==> src/rtl/mem_arb_pkg.sv <==
// Shared types and defaults for the two-port memory arbiter.
// The zero-fill sweep is enabled by defining MEM_ARB_CLR_EN.
package mem_arb_pkg;
    localparam int AW_DEF    = 15;
    localparam int DW_DEF    = 16;
    localparam int MEM_DEPTH = 1 << AW_DEF;

    typedef enum logic [1:0] {
        ST_CLEAR  = 2'd0,
        ST_IDLE   = 2'd1,
        ST_ACCESS = 2'd2,
        ST_ACK    = 2'd3
    } arb_state_e;
endpackage

==> src/rtl/mem_clr_seq.sv <==
// Address counter for the post-reset zero-fill sweep; done_o is high on the last address.
// Only instantiated when MEM_ARB_CLR_EN is defined.
module mem_clr_seq
    import mem_arb_pkg::*;
#(
    parameter int AW = AW_DEF
) (
    input  logic          clk_i,
    input  logic          rst_ni,
    input  logic          en_i,
    output logic [AW-1:0] cnt_o,
    output logic          done_o
);
    logic [AW-1:0] cnt_q, cnt_d;

    assign done_o = &cnt_q;
    assign cnt_o  = cnt_q;

    always_comb begin
        cnt_d = cnt_q;
        if (en_i && !done_o) begin
            cnt_d = cnt_q + AW'(1);
        end
    end

    always_ff @(posedge clk_i or negedge rst_ni) begin
        if (!rst_ni) begin
            cnt_q <= '0;
        end else begin
            cnt_q <= cnt_d;
        end
    end
endmodule

==> src/rtl/mem_arbiter.sv <==
// Two-port round-robin sequencer in front of a single-port async-read memory.
// Define MEM_ARB_CLR_EN to add the post-reset zero-fill sweep (busy high while it runs).
module mem_arbiter
    import mem_arb_pkg::*;
#(
    parameter int AW = AW_DEF,
    parameter int DW = DW_DEF
) (
    input  logic          clk,
    input  logic          rst_n,
    input  logic          req0,
    input  logic          req1,
    input  logic          we0,
    input  logic          we1,
    input  logic [AW-1:0] addr0,
    input  logic [AW-1:0] addr1,
    input  logic [DW-1:0] wdata0,
    input  logic [DW-1:0] wdata1,
    output logic          ack0,
    output logic          ack1,
    output logic [DW-1:0] rdata0,
    output logic [DW-1:0] rdata1,
    output logic          busy,
    output logic [AW-1:0] mem_a,
    output logic [DW-1:0] mem_d,
    output logic          mem_we,
    input  logic [DW-1:0] mem_spo,
    output arb_state_e    dbg_state_o
);
    // Handshake: reqN rises and stays high until the cycle ackN=1; we/addr/wdata
    // are sampled on the grant edge only, ackN is a single-cycle pulse.
    arb_state_e    state_q, state_d;
    logic          gnt_q, gnt_d, last_q, last_d;
    logic          grant, win, other;
    logic [AW-1:0] mem_a_q, mem_a_d, clr_cnt;
    logic [DW-1:0] mem_d_q, mem_d_d;
    logic [DW-1:0] rdata0_q, rdata0_d, rdata1_q, rdata1_d;
    logic          mem_we_q, mem_we_d, clr_done;

`ifdef MEM_ARB_CLR_EN
    localparam arb_state_e RST_STATE = ST_CLEAR;

    mem_clr_seq #(.AW(AW)) u_clr_seq (
        .clk_i  (clk),
        .rst_ni (rst_n),
        .en_i   (state_q == ST_CLEAR),
        .cnt_o  (clr_cnt),
        .done_o (clr_done)
    );
`else
    localparam arb_state_e RST_STATE = ST_IDLE;

    assign clr_cnt  = '0;
    assign clr_done = 1'b1;
`endif

    always_ff @(posedge clk or negedge rst_n) begin
        if (!rst_n) begin
            state_q <= RST_STATE;
        end else begin
            state_q <= state_d;
        end
    end

    always_comb begin
        state_d = state_q;
        grant   = 1'b0;
        win     = gnt_q;
        other   = ~gnt_q;
        case (state_q)
            ST_CLEAR:  if (clr_done) state_d = ST_IDLE;
            ST_IDLE: begin
                if (req0 || req1) begin
                    grant   = 1'b1;
                    win     = (req0 && req1) ? ~last_q : req1;
                    state_d = ST_ACCESS;
                end
            end
            ST_ACCESS: state_d = ST_ACK;
            ST_ACK: begin
                // The port just acked is masked; only the other one may chain in.
                if (other ? req1 : req0) begin
                    grant   = 1'b1;
                    win     = other;
                    state_d = ST_ACCESS;
                end else begin
                    state_d = ST_IDLE;
                end
            end
            default: state_d = RST_STATE;
        endcase
    end

    always_comb begin
        ack0 = (state_q == ST_ACK) && !gnt_q;
        ack1 = (state_q == ST_ACK) && gnt_q;
`ifdef MEM_ARB_CLR_EN
        busy = (state_q == ST_CLEAR);
`else
        busy = 1'b0;
`endif
    end

    always_comb begin
        gnt_d    = gnt_q;
        last_d   = last_q;
        mem_we_d = 1'b0;
        mem_a_d  = mem_a_q;
        mem_d_d  = mem_d_q;
        rdata0_d = rdata0_q;
        rdata1_d = rdata1_q;
        if (state_q == ST_CLEAR) begin
            mem_we_d = 1'b1;
            mem_a_d  = clr_cnt;
            mem_d_d  = '0;
        end
        if (grant) begin
            gnt_d    = win;
            last_d   = win;
            mem_we_d = win ? we1 : we0;
            mem_a_d  = win ? addr1 : addr0;
            mem_d_d  = win ? wdata1 : wdata0;
        end
        if (state_q == ST_ACCESS && !mem_we_q) begin
            if (gnt_q) rdata1_d = mem_spo;
            else       rdata0_d = mem_spo;
        end
    end

    always_ff @(posedge clk or negedge rst_n) begin
        if (!rst_n) begin
            gnt_q    <= 1'b0;
            last_q   <= 1'b1;
            mem_we_q <= 1'b0;
            mem_a_q  <= '0;
            mem_d_q  <= '0;
            rdata0_q <= '0;
            rdata1_q <= '0;
        end else begin
            gnt_q    <= gnt_d;
            last_q   <= last_d;
            mem_we_q <= mem_we_d;
            mem_a_q  <= mem_a_d;
            mem_d_q  <= mem_d_d;
            rdata0_q <= rdata0_d;
            rdata1_q <= rdata1_d;
        end
    end

    assign mem_a       = mem_a_q;
    assign mem_d       = mem_d_q;
    assign mem_we      = mem_we_q;
    assign rdata0      = rdata0_q;
    assign rdata1      = rdata1_q;
    assign dbg_state_o = state_q;
endmodule

==> config.mk <==
export PLATFORM = sky130hd
export DESIGN_NAME = mem_arbiter
export DESIGN_NICKNAME = d
export VERILOG_FILES = /design/src/rtl/mem_arb_pkg.sv /design/src/rtl/mem_clr_seq.sv /design/src/rtl/mem_arbiter.sv
export SDC_FILE = /design/constraint.sdc
export NUM_CORES = 1
export LEC_CHECK = 0
export BUFFER_PORTS_ARGS = -buffer_cell sky130_fd_sc_hd__buf_2
export CORE_UTILIZATION = 47
export CTS_BUF_LIST = sky130_fd_sc_hd__clkbuf_4
export CTS_CLUSTER_SIZE = 8
export DETAILED_ROUTE_END_ITERATION = 12
export PLACE_DENSITY = 0.89
export SLEW_MARGIN = 10
export SYNTH_ARGS = -nofsm -noshare
export SYNTH_HDL_FRONTEND = slang
export SYNTH_SLANG_ARGS = --single-unit
==> constraint.sdc <==
create_clock -name clk -period 1.99 [get_ports clk]
set_clock_uncertainty 0.1 [all_clocks]
set_input_delay 0.398 -clock clk [delete_from_list [all_inputs] [get_ports clk]]
set_output_delay 0.398 -clock clk [all_outputs]
set_load 0.005 [all_outputs]
; Word level (Yosys, flattened, before mapping)
; Index checks and enable logic that the tools add are counted.
[op_classes]
eq_ne = 4
mux = 20
bitwise = 2
reduce_logical = 11
[op_table]
columns = cell, count
row1 = 2-to-1 mux 16 bit, 3
row2 = 2-to-1 mux 15 bit, 3
row3 = 2-to-1 mux 1 bit, 9
row4 = case mux 2 bit (4 select lines), 1
row5 = equality test 2 bit (second input constant), 2
row6 = logical AND 1 bit, 4
row7 = 2-to-1 mux 2 bit, 2
row8 = case mux 1 bit (2 select lines), 2
row9 = AND reduction 2 bit, 2
row10 = equality test 2 x 1 -> 1 bit (second input constant), 1
row11 = zero test 1 bit, 2
row12 = zero test 2 bit, 1
row13 = inequality test 2 bit (second input constant), 1
row14 = inverter 1 bit, 2
row15 = nonzero test 2 bit, 1
row16 = logical OR 1 bit, 1
[word_totals]
register_bits = 68
output_inout_bits = 69

; Depth between registers and ports, before layout
; Gate-level depths: netlist of run 1.
[logic_depth]
word_depth = 6
ltp_mapped = 7
mapped_depth_nobuf = 4

; Least setup slack after synthesis of run 1
; OpenSTA, ideal clock, no wires.
[synth_timing]
path_kind = reg-to-reg
from = reg state_q[0] (netlist: dbg_state_o[0])
to = reg mem_we_q (netlist: mem_we)
setup_ps = 119
arrival_time_ps = 1636
required_time_ps = 1771
slack_ps = 135
stages_incl_launch_ff = 7
path_buffers = 2
cell_sequence = dfstp_2 -> buf_2 -> a21boi_0 -> o22ai_1 -> buf_6 -> mux2_2 -> o21ba_2
[synth_via]
elab_chain_len = 4
word_cells_on_any_way = 8
cone_classes = eq/ne (2) / mux (5) / reduce/logical (1)
[synth_rtl]
columns = item, line
row1 = start: declaration, mem_arbiter.sv:32  ; arb_state_e state_q, state_d;
row2 = start signal: assignment, mem_arbiter.sv:61  ; state_q <= state_d;
row3 = equality test 2 bit or equality test 2 x 1 -> 1 bit (tied branches), mem_arbiter.sv:70  ; case (state_q)
row4 = case mux 1 bit (2 select lines), mem_arbiter.sv:70
row5 = 2-to-1 mux 1 bit, mem_arbiter.sv:120  ; mem_we_d = win ? we1 : we0;
row6 = 2-to-1 mux 1 bit (*), mem_arbiter.sv:117  ; if (grant) begin
row7 = net mem_we_d, mem_arbiter.sv:38  ; logic mem_we_q, mem_we_d, clr_done;
row8 = end signal: assignment, mem_arbiter.sv:142  ; mem_we_q <= mem_we_d;
row9 = end: declaration, mem_arbiter.sv:38
; Mark *: on every way through the listed nets, which the timed path passes. The rest lies on a longest branch.
; A chain may end at the register's enable or synchronous reset.

; Worst setup path in the final report of run 1
[layout_timing]
from = reg state_q[0] (netlist: dbg_state_o[0])
to = out ack0
[layout_via]
elab_chain_len = 2
[layout_rtl]
columns = item, line
row1 = equality test 2 bit, mem_arbiter.sv:95  ; ack0 = (state_q == ST_ACK) && !gnt_q;
row2 = logical AND 1 bit, mem_arbiter.sv:95
row3 = end: declaration, mem_arbiter.sv:19  ; output logic ack0,
; No other way between the ends.

==> results by group, run 1 <==
Status
  • Status: finished clean

Worst setup path
  • Worst setup EP type: primary output
  • WP data arrival: 1.42 ns
  • CP Class: register to primary output
  • WP data required: 1.49 ns
  • Reg-to-reg slack, setup: 0.18 ns
  • CP max FO: 9
  • CP Launch Type: register

Synth
  • Mapped Avg Cell Area: 14.7 sq um
  • Post-synthesis cell type count: 22
  • Netlist Area Pre-Place: 2950 sq um
  • Yosys reg bits: 68
  • Yosys warnings: 0
  • Gate Count Post-Synth: 200
  • Net Count, Synth: 284
  • Register area share after synthesis: 0.578
  • Top area cells in the synthesized netlist: dfrtp_1 56%, mux2_2 13%, mux2i_1 11%
  • Top cell type's share of synthesized area: 0.561
  • Area leader, netlist: dfrtp_1

Layout
  • Share of cells above drive strength 1: 0.602
  • Antenna cells: 0
  • Non-filler instance count after layout: 439
  • Util after Layout: 0.663
  • Most frequent cells in the layout: 151 x buf_2, 66 x dfrtp_1, 34 x mux2_2
  • Final #Nets: 445
  • Most common cell after layout, fill and taps aside: buf_2
  • P&R area growth vs syn: 34.9%

Power
  • Pwr Total: 5.99 mW
  • Worst vdd ir: 0.693 mV
  • Leak Pwr: 2.06 nW
  • P per Cell Area: 1510 nW/um^2

Route
  • Total number of vias: 2218
  • Vias per inst: 5.05
  • Antenna Violating Nets Remaining: 0
  • Drt total wl: 6570 microns
  • Avg WL per Cell: 15.0 microns
  • Detailed Routing Iterations Pass 1: 4
  • Remaining DRCs: 0
  • Initial DRC Count: 57

Min path
  • Worst hold path class: input pin to register

Timing
  • Worst relative slew slack: 0.614
  • Max Transition Viols Final: 0
  • Fin crit share: 0.962
  • Final WS setup: 0.0761 ns
  • Endpoints failing hold: 0
  • Slew @ Worst Pin: 0.579 ns
  • FMAX: 0.522 GHz
  • RSZ-0062 raised after global routing: no
  • Final setup fails: 0
  • Fin crit period: 1.91 ns
  • Setup TNS: 0 ns

Floorplanning
  • # rows: 28
  • Core Region: 5990 sq um
  • Die height: 81.2 microns
  • Starting Density: 0.492
  • # IOs: 153
  • Die W: 81.2 microns
  • Full die area: 6590 sq um

Global routing
  • Antenna violations before repair: 0
  • Wire length of the first global-routing pass: 10100 microns
  • Pin count of the biggest net entering global routing: 36
  • Grt ovf: 0
  • Vias in the first global route: 2172
  • All-layer global routing usage: 0.209

Job
  • Max-cap violations: 0

Placed design
  • I/O Buffers: 151
  • Place WS: 0.193 ns
  • # placed instances: 424
  • Hpwl dp: 4940 microns
  • Gpl congestion: 0.712

Clock network
  • Clock transition at path regs: 0.11 ns
  • Num Clock Sinks: 68
  • # resized after CTS: 0
  • CTS max path bufs: 2
  • Clk Latency, worst-skew pair: 0.39 ns
  • CTS root buf: clkbuf_4
  • Post-CTS Setup Inserts: 0
  • Clock H-tree levels: 3
  • Num CTS Buffers: 9
  • Number of buffers inserted by hold repair at cts: 1
  • CTS tree: done
-- report_power, final --
group / internal, mW / leakage [nW] / switching [mW]
clock network: 0.375 / 0.0672 / 0.452
logic: 1.47 / 1.16 / 1.27
registers: 2.05 / 0.839 / 0.377
total: 3.89 / 2.06 / 2.10
-- sequential cells by signal, summed over array words and instances (netlist names) --
signal       flops
dbg_state_o      2
gnt_q            1
last_q           1
mem_a           15
mem_d           16
mem_we           1
rdata0          16
rdata1          16
-- cell families after synthesis --
logic type,count (synthesis),share of synthesized area
other,1,0.00127
AO/OA/AOI/OAI,40,0.116
multiplexers,66,0.239
flip-flops,68,0.578
AND/OR/NAND/NOR,7,0.0234
buffers and inverters,18,0.0425
-- layer usage --
layer | wire, microns | GRT usage | share of wire
met3 | 349 | 0.0573 | 0.053
met4 | 81 | 0.0661 | 0.012
met1 | 2800 | 0.252 | 0.43
met5 | 0 | 0 | 0
met2 | 3340 | 0.361 | 0.51
-- synthesized netlist by cell type --
master     number
dfstp_2         2
a21boi_0        1
conb_1          1
buf_2           4
buf_4           2
and3_1          2
nand2_1         2
o21ai_0         3
o21ba_2         1
mux2_2         34
o22ai_1         1
o221ai_2        1
and2_1          1
buf_6           6
nor4_4          2
mux2i_1        32
o2bb2ai_1      32
clkbuf_1        2
dfrtp_1        66
a22oi_1         1
inv_2           2
inv_1           2
-- cell type report --
| cell class | count | area (sq um) |
|---|---|---|
| Inverter | 4 | 15.0 |
| Sequential cell | 68 | 1700 |
| Timing Repair Buffer | 164 | 906 |
| Fill cell | 468 | 2020 |
| Tap cell | 75 | 93.8 |
| Multi-Input combinational cell | 114 | 1140 |
| Clock inverter | 4 | 42.5 |
| Clock buffer | 10 | 75.1 |
-- critical path: stages (launching register included) --
cell and delay, ns:
dfstp_2 0.57, buf_4 0.18, and3_1 0.17, buf_2 0.11
-- metrics by stage --
stage	cell area [sq um]	hold slack (ns)
2_1_floorplan	2950	0.00241
3_3_place_gp	3850	0.313
3_5_place_dp	3850	0.313
4_1_cts	3970	0.127
5_1_grt	3970	0.117
6_report	3970	0.142
-- path summary, 6_finish.rpt --
check                                    start         end  depth (start not counted)
worst min-delay path                mem_spo[3]   rdata1[3]                          2
worst max-delay path            dbg_state_o[0]        ack0                          3
max in group asynchronous                rst_n    mem_a[8]                          3
worst max register to register  dbg_state_o[1]    mem_d[1]                          5
worst min register to register        mem_a[9]    mem_a[9]                          1
min in group asynchronous                rst_n  rdata0[15]                          2
No activity file was read; power rests on OpenSTA's default activity.
==> run 2: changes to the inputs <==
Settings changed: CORE_UTILIZATION 47 to 50, PLACE_DENSITY 0.89 to 0.93, RECOVER_POWER set to 100.
Clock period 1.99 ns to 2.4 ns, I/O delays scaled along.
==> results by group, run 2 (same netlist as run 1, synthesis figures left out) <==
Global routing
  • Grt ovf: 0 (unchanged)
  • Pin count of the biggest net entering global routing: 36 (unchanged)
  • Antenna violations before repair: 0 (unchanged)
  • All-layer global routing usage: 0.242 (+0.0332)
  • Vias in the first global route: 2258 (+4.0%)
  • Wire length of the first global-routing pass: 11200 microns (+10%)

Timing
  • Worst relative slew slack: 0.445 (-0.169)
  • Fin crit period: 2.13 ns
  • Final WS setup: 0.269 ns (+0.193 ns)
  • RSZ-0062 raised after global routing: no
  • Fin crit share: 0.888
  • Slew @ Worst Pin: 0.833 ns (+0.254 ns)
  • Max Transition Viols Final: 0 (unchanged)
  • Endpoints failing hold: 0 (unchanged)
  • Setup TNS: 0 ns (unchanged)
  • FMAX: 0.469 GHz
  • Final setup fails: 0 (unchanged)
  • Worst hold slack: 0.207 ns (+0.0650 ns)

Route
  • Detailed Routing Iterations Pass 1: 4 (unchanged)
  • Initial DRC Count: 82 (+44%)
  • Avg WL per Cell: 16.2 microns (+8.2%)
  • Drt total wl: 7080 microns (+7.7%)
  • Remaining DRCs: 0 (unchanged)
  • Vias per inst: 5.25 (+3.9%)
  • Total number of vias: 2293 (+3.4%)
  • Antenna Violating Nets Remaining: 0 (unchanged)

Placed design
  • I/O Buffers: 151 (unchanged)
  • Place WS: 0.497 ns (+0.304 ns)
  • Gpl congestion: 0.741 (+4.0%)
  • Hpwl dp: 5140 microns (+4.1%)

Status
  • Status: finished clean

Power
  • P per Cell Area: 1310 nW/um^2 (-13%)
  • Combinational power share: 0.418 (-0.040)
  • Worst vdd ir: 0.637 mV (-8.0%)
  • Pint: 3.36 mW (-14%)
  • Sw Ratio: 0.350 (-0.000616)
  • Sequential power share: 0.397 (-0.007)
  • Net Switching: 1.80 mW (-14%)
  • Clock network power share: 0.185 (+0.047)
  • Leak Pwr: 1.99 nW (-3.2%)

Worst setup path
  • Crit-path cells: inv_1 -> nor4_1 -> clkbuf_2 -> mux2_2
  • Critical Path Max Stage Delay: 0.51 ns (-0.06 ns)
  • WP data arrival: 2.33 ns (+0.91 ns)
  • CP Launch Type: register
  • CP Class: register to register
  • Worst setup EP type: register
  • CP max FO: 11 (+2)
  • CP top delay family: buffers and inverters
  • WP data required: 2.60 ns (+1.11 ns)
  • Cell with the largest stage delay on the worst path: dfrtp_1
  • Worst path bufs/invs: 2 (unchanged)

Floorplanning
  • Starting Density: 0.525 (+0.0336)
  • Full die area: 6200 sq um (-5.9%)
  • Die height: 78.8 microns (-3.0%)
  • Core Region: 5610 sq um (-6.4%)
  • Die W: 78.8 microns (-3.0%)
  • # IOs: 153 (unchanged)
  • # rows: 27 (-3.6%)

Clock network
  • Clk Latency, worst-skew pair: 0.39 ns (about the same)
  • Num Clock Sinks: 68 (unchanged)
  • CTS root buf: clkbuf_4
  • CTS tree: done
  • Clock transition at path regs: 0.13 ns (+0.02 ns)
  • Num CTS Buffers: 9 (unchanged)
  • CTS max path bufs: 2 (unchanged)
  • # resized after CTS: 0 (unchanged)
  • Clock H-tree levels: 3 (unchanged)

Job
  • Max-cap violations: 0 (unchanged)

Min path
  • Worst hold path class: input pin to register

Layout
  • Most frequent cells in the layout: 128 x buf_2, 66 x dfrtp_1, 33 x mux2_2
  • Util after Layout: 0.702 (+0.0388)
  • Antenna cells: 0 (unchanged)
  • P&R area growth vs syn: 33.6%
  • Most common cell after layout, fill and taps aside: buf_2
  • Share of cells above drive strength 1: 0.534 (-0.0674)
  • Final #Nets: 444 (-0.22%)
-- run 2: what timing repair did --
item,4_1_cts,5_1_grt
endpoints found under the hold margin,2,0
hold buffers,1,0
setup buffers,0,0
-- run 2: cell type report --
class | count | area (sq um)
sequential | 68 | 1700
fill | 426 | 1670
multi-input combinational | 114 | 1120
timing repair buffer | 163 | 818
clock inverter | 6 | 113
tap | 72 | 90.1
clock buffer | 10 | 75.1
inverter | 4 | 15.0
-- run 2: path summary, 6_finish.rpt --
check | to | from | slack (ns) | cells past startpoint
setup reg to reg | rdata0[8] | dbg_state_o[1] | 0.27 | 4
hold reg to reg | last_q | last_q | 0.39 | 2
setup / recovery | rdata0[8] | dbg_state_o[1] | 0.27 | 4
hold / removal | rdata1[15] | mem_spo[15] | 0.21 | 2
max in group asynchronous | mem_we | rst_n | 0.82 | 3
min in group asynchronous | rdata0[12] | rst_n | 0.33 | 2
-- run 2: power by group through the flow --
stage,Combinational (mW),Clock (mW),Sequential [mW]
after global routing,2.36,1.03,2.11
after CTS,2.26,0.976,2.05
after detailed placement,2.25,0,2.06
after floorplan,1.34,0,2.05
after global placement,2.16,0,2.03
final,2.16,0.955,2.05
-- run 2: metal layers --
metal / routed length, microns / GRT usage / vias to the layer above / share of wire
met3: 422 / 0.0460 / 20 / 0.060
met2: 3630 / 0.407 / 104 / 0.51
li1: - / - / 1070 / -
met1: 2810 / 0.292 / 1099 / 0.40
met4: 214 / 0.135 / 0 / 0.030
met5: 0 / 0 / - / 0
-- run 2: metrics by stage --
| stage | total power, mW | instances | cell area, sq um |
|---|---|---|---|
| floorplan | 3.39 | 200 | 2950 |
| global placement | 4.19 | 420 | 3800 |
| detailed placement | 4.32 | 420 | 3800 |
| CTS | 5.29 | 437 | 4000 |
| global route | 5.50 | 437 | 3940 |
| finish | 5.16 | 437 | 3940 |
==> run 3: changes to the inputs <==
Settings changed: PLACE_DENSITY 0.93 to 0.94.
==> results by group, run 3 (same netlist as run 1, synthesis figures left out) <==
Status
  • Status: finished clean

Route
  • M1 WL: 2820 microns (+0.28%)
  • Detailed Routing Iterations Pass 1: 4 (unchanged)
  • Met3 WL post-DR: 411 microns (-2.6%)
  • Vias per inst: 5.22 (-0.49%)
  • Antenna Violating Nets Remaining: 0 (unchanged)
  • Drt total wl: 6800 microns (-3.9%)
  • Initial DRC Count: 79 (-3.7%)
  • Total number of vias: 2266 (-1.2%)
  • Remaining DRCs: 0 (unchanged)
  • Avg WL per Cell: 15.7 microns (-3.2%)
  • Top sig layer: met4
  • Met2 wire len: 3440 microns (-5.4%)

Clock network
  • Clock H-tree levels: 3 (unchanged)
  • CTS max path bufs: 2 (unchanged)
  • # resized after CTS: 0 (unchanged)
  • Number of buffers inserted by hold repair at cts: 1 (unchanged)
  • Post-CTS Setup Inserts: 0 (unchanged)
  • Clk Latency, worst-skew pair: 0.41 ns (+0.02 ns)
  • CTS tree: done
  • Num Clock Sinks: 68 (unchanged)
  • Num CTS Buffers: 9 (unchanged)
  • Clock transition at path regs: 0.13 ns (about the same)
  • CTS root buf: clkbuf_4

Floorplanning
  • Die W: 78.8 microns (unchanged)
  • Die height: 78.8 microns (unchanged)
  • Full die area: 6200 sq um (unchanged)
  • # rows: 27 (unchanged)
  • # IOs: 153 (unchanged)
  • Core Region: 5610 sq um (unchanged)
  • Starting Density: 0.525 (unchanged)

Worst setup path
  • Worst setup EP type: register
  • CP Class: register to register
  • WP data arrival: 2.37 ns (+0.04 ns)
  • Critical Path Max Stage Delay: 0.72 ns (+0.21 ns)
  • WP data required: 2.59 ns (about the same)
  • CP Launch Type: register
  • Cell with the largest stage delay on the worst path: nor4_2
  • Crit-path cells: inv_1 -> nor4_2 -> buf_12 -> mux2_2
  • CP max FO: 12 (+1)

Timing
  • Worst relative slew slack: 0.0871 (-0.358)
  • Endpoints failing hold: 0 (unchanged)
  • Final WS setup: 0.220 ns (-0.0487 ns)
  • Fin crit share: 0.908 (+0.0203)
  • Slew @ Worst Pin: 1.37 ns (+0.537 ns)
  • Max Transition Viols Final: 0 (unchanged)
  • FMAX: 0.459 GHz (-2.2%)
  • Final setup fails: 0 (unchanged)
  • Fin crit period: 2.18 ns (+0.0487 ns)
  • Setup TNS: 0 ns (unchanged)
  • RSZ-0062 raised after global routing: no

Placed design
  • Place WS: 0.321 ns (-0.177 ns)
  • Hpwl dp: 5100 microns (-0.90%)
  • Gpl congestion: 0.782 (+5.6%)
  • I/O Buffers: 151 (unchanged)

Layout
  • Antenna cells: 0 (unchanged)
  • P&R area growth vs syn: 31.1%
  • Util after Layout: 0.689 (-0.0134)
  • Most frequent cells in the layout: 122 x buf_2, 66 x dfrtp_1, 33 x mux2_2
  • Most common cell after layout, fill and taps aside: buf_2
  • Filler cells: 455 (+6.8%)
  • Share of cells above drive strength 1: 0.514 (-0.0204)
  • Final #Nets: 441 (-0.68%)

Power
  • Leak Pwr: 1.92 nW (-3.8%)
  • Worst vdd ir: 0.663 mV (+4.0%)
  • P per Cell Area: 1250 nW/um^2 (-4.9%)

Global routing
  • All-layer global routing usage: 0.228 (-0.0138)
  • Wire length of the first global-routing pass: 10500 microns (-6.2%)
  • Vias in the first global route: 2186 (-3.2%)
  • Grt ovf: 0 (unchanged)
  • Antenna violations before repair: 0 (unchanged)
  • Pin count of the biggest net entering global routing: 45 (+25%)

Job
  • Max-cap violations: 0 (unchanged)

Min path
  • Worst hold path class: input pin to register
==> run 3: cell count changes in the layout (fill, tap and decap cells not counted), sizes merged <==
cell      previous run  this run
clkinvlp             0         4
inv                  4         5
clkbuf              37        41
bufinv               3         0
buf                135       127
clkinv               3         2
==> run 3: critical path, delay by kind of cell (launching register included) <==
kind | cells | cell delay [ns]
flops | 1 | 0.51
mux | 1 | 0.34
buf+inv | 2 | 0.40
simple gates | 1 | 0.72
==> run 3: per-layer routing <==
| layer | global-route usage | up-vias |
|---|---|---|
| met1 | 0.265 | 1101 |
| li1 | - | 1057 |
| met5 | 0 | - |
| met4 | 0.0963 | 0 |
| met3 | 0.0759 | 11 |
| met2 | 0.386 | 97 |
==> run 3: final timing paths <==
path / start / end / slack [ns] / cells past startpoint
hold / removal: mem_spo[5] / rdata1[5] / 0.20 / 2
setup reg to reg: dbg_state_o[1] / rdata0[7] / 0.22 / 4
max in group asynchronous: rst_n / dbg_state_o[0] / 0.46 / 3
min in group asynchronous: rst_n / mem_a[13] / 0.79 / 2
hold reg to reg: last_q / last_q / 0.39 / 2
setup / recovery: dbg_state_o[1] / rdata0[7] / 0.22 / 4
==> run 3: cell type report <==
type | instances | area [sq um] | area share
Timing Repair Buffer | 160 | 805 | 0.208
Clock buffer | 9 | 67.6 | 0.0175
Multi-Input combinational cell | 114 | 1130 | 0.292
Tap cell | 72 | 90.1 | 0.0233
Clock inverter | 7 | 52.6 | 0.0136
Sequential cell | 68 | 1700 | 0.441
Inverter | 4 | 15.0 | 0.00389
==> run 3: power by group <==
part | switching [mW] | internal [mW]
Sequential | 0.342 | 1.70
Combinational | 1.04 | 1.09
Clock | 0.429 | 0.215
Total | 1.81 | 3.00
==> run 3: through the flow <==
stage / hold WS [ns] / instances / total power, mW / cell area, sq um
after CTS: 0.168 / 434 / 4.96 / 3930
after detailed placement: 0.371 / 417 / 4.31 / 3800
after global placement: 0.367 / 417 / 4.18 / 3800
final: 0.200 / 434 / 4.81 / 3860
after floorplan: 0.0844 / 200 / 3.39 / 2950
after global routing: 0.158 / 434 / 5.14 / 3860
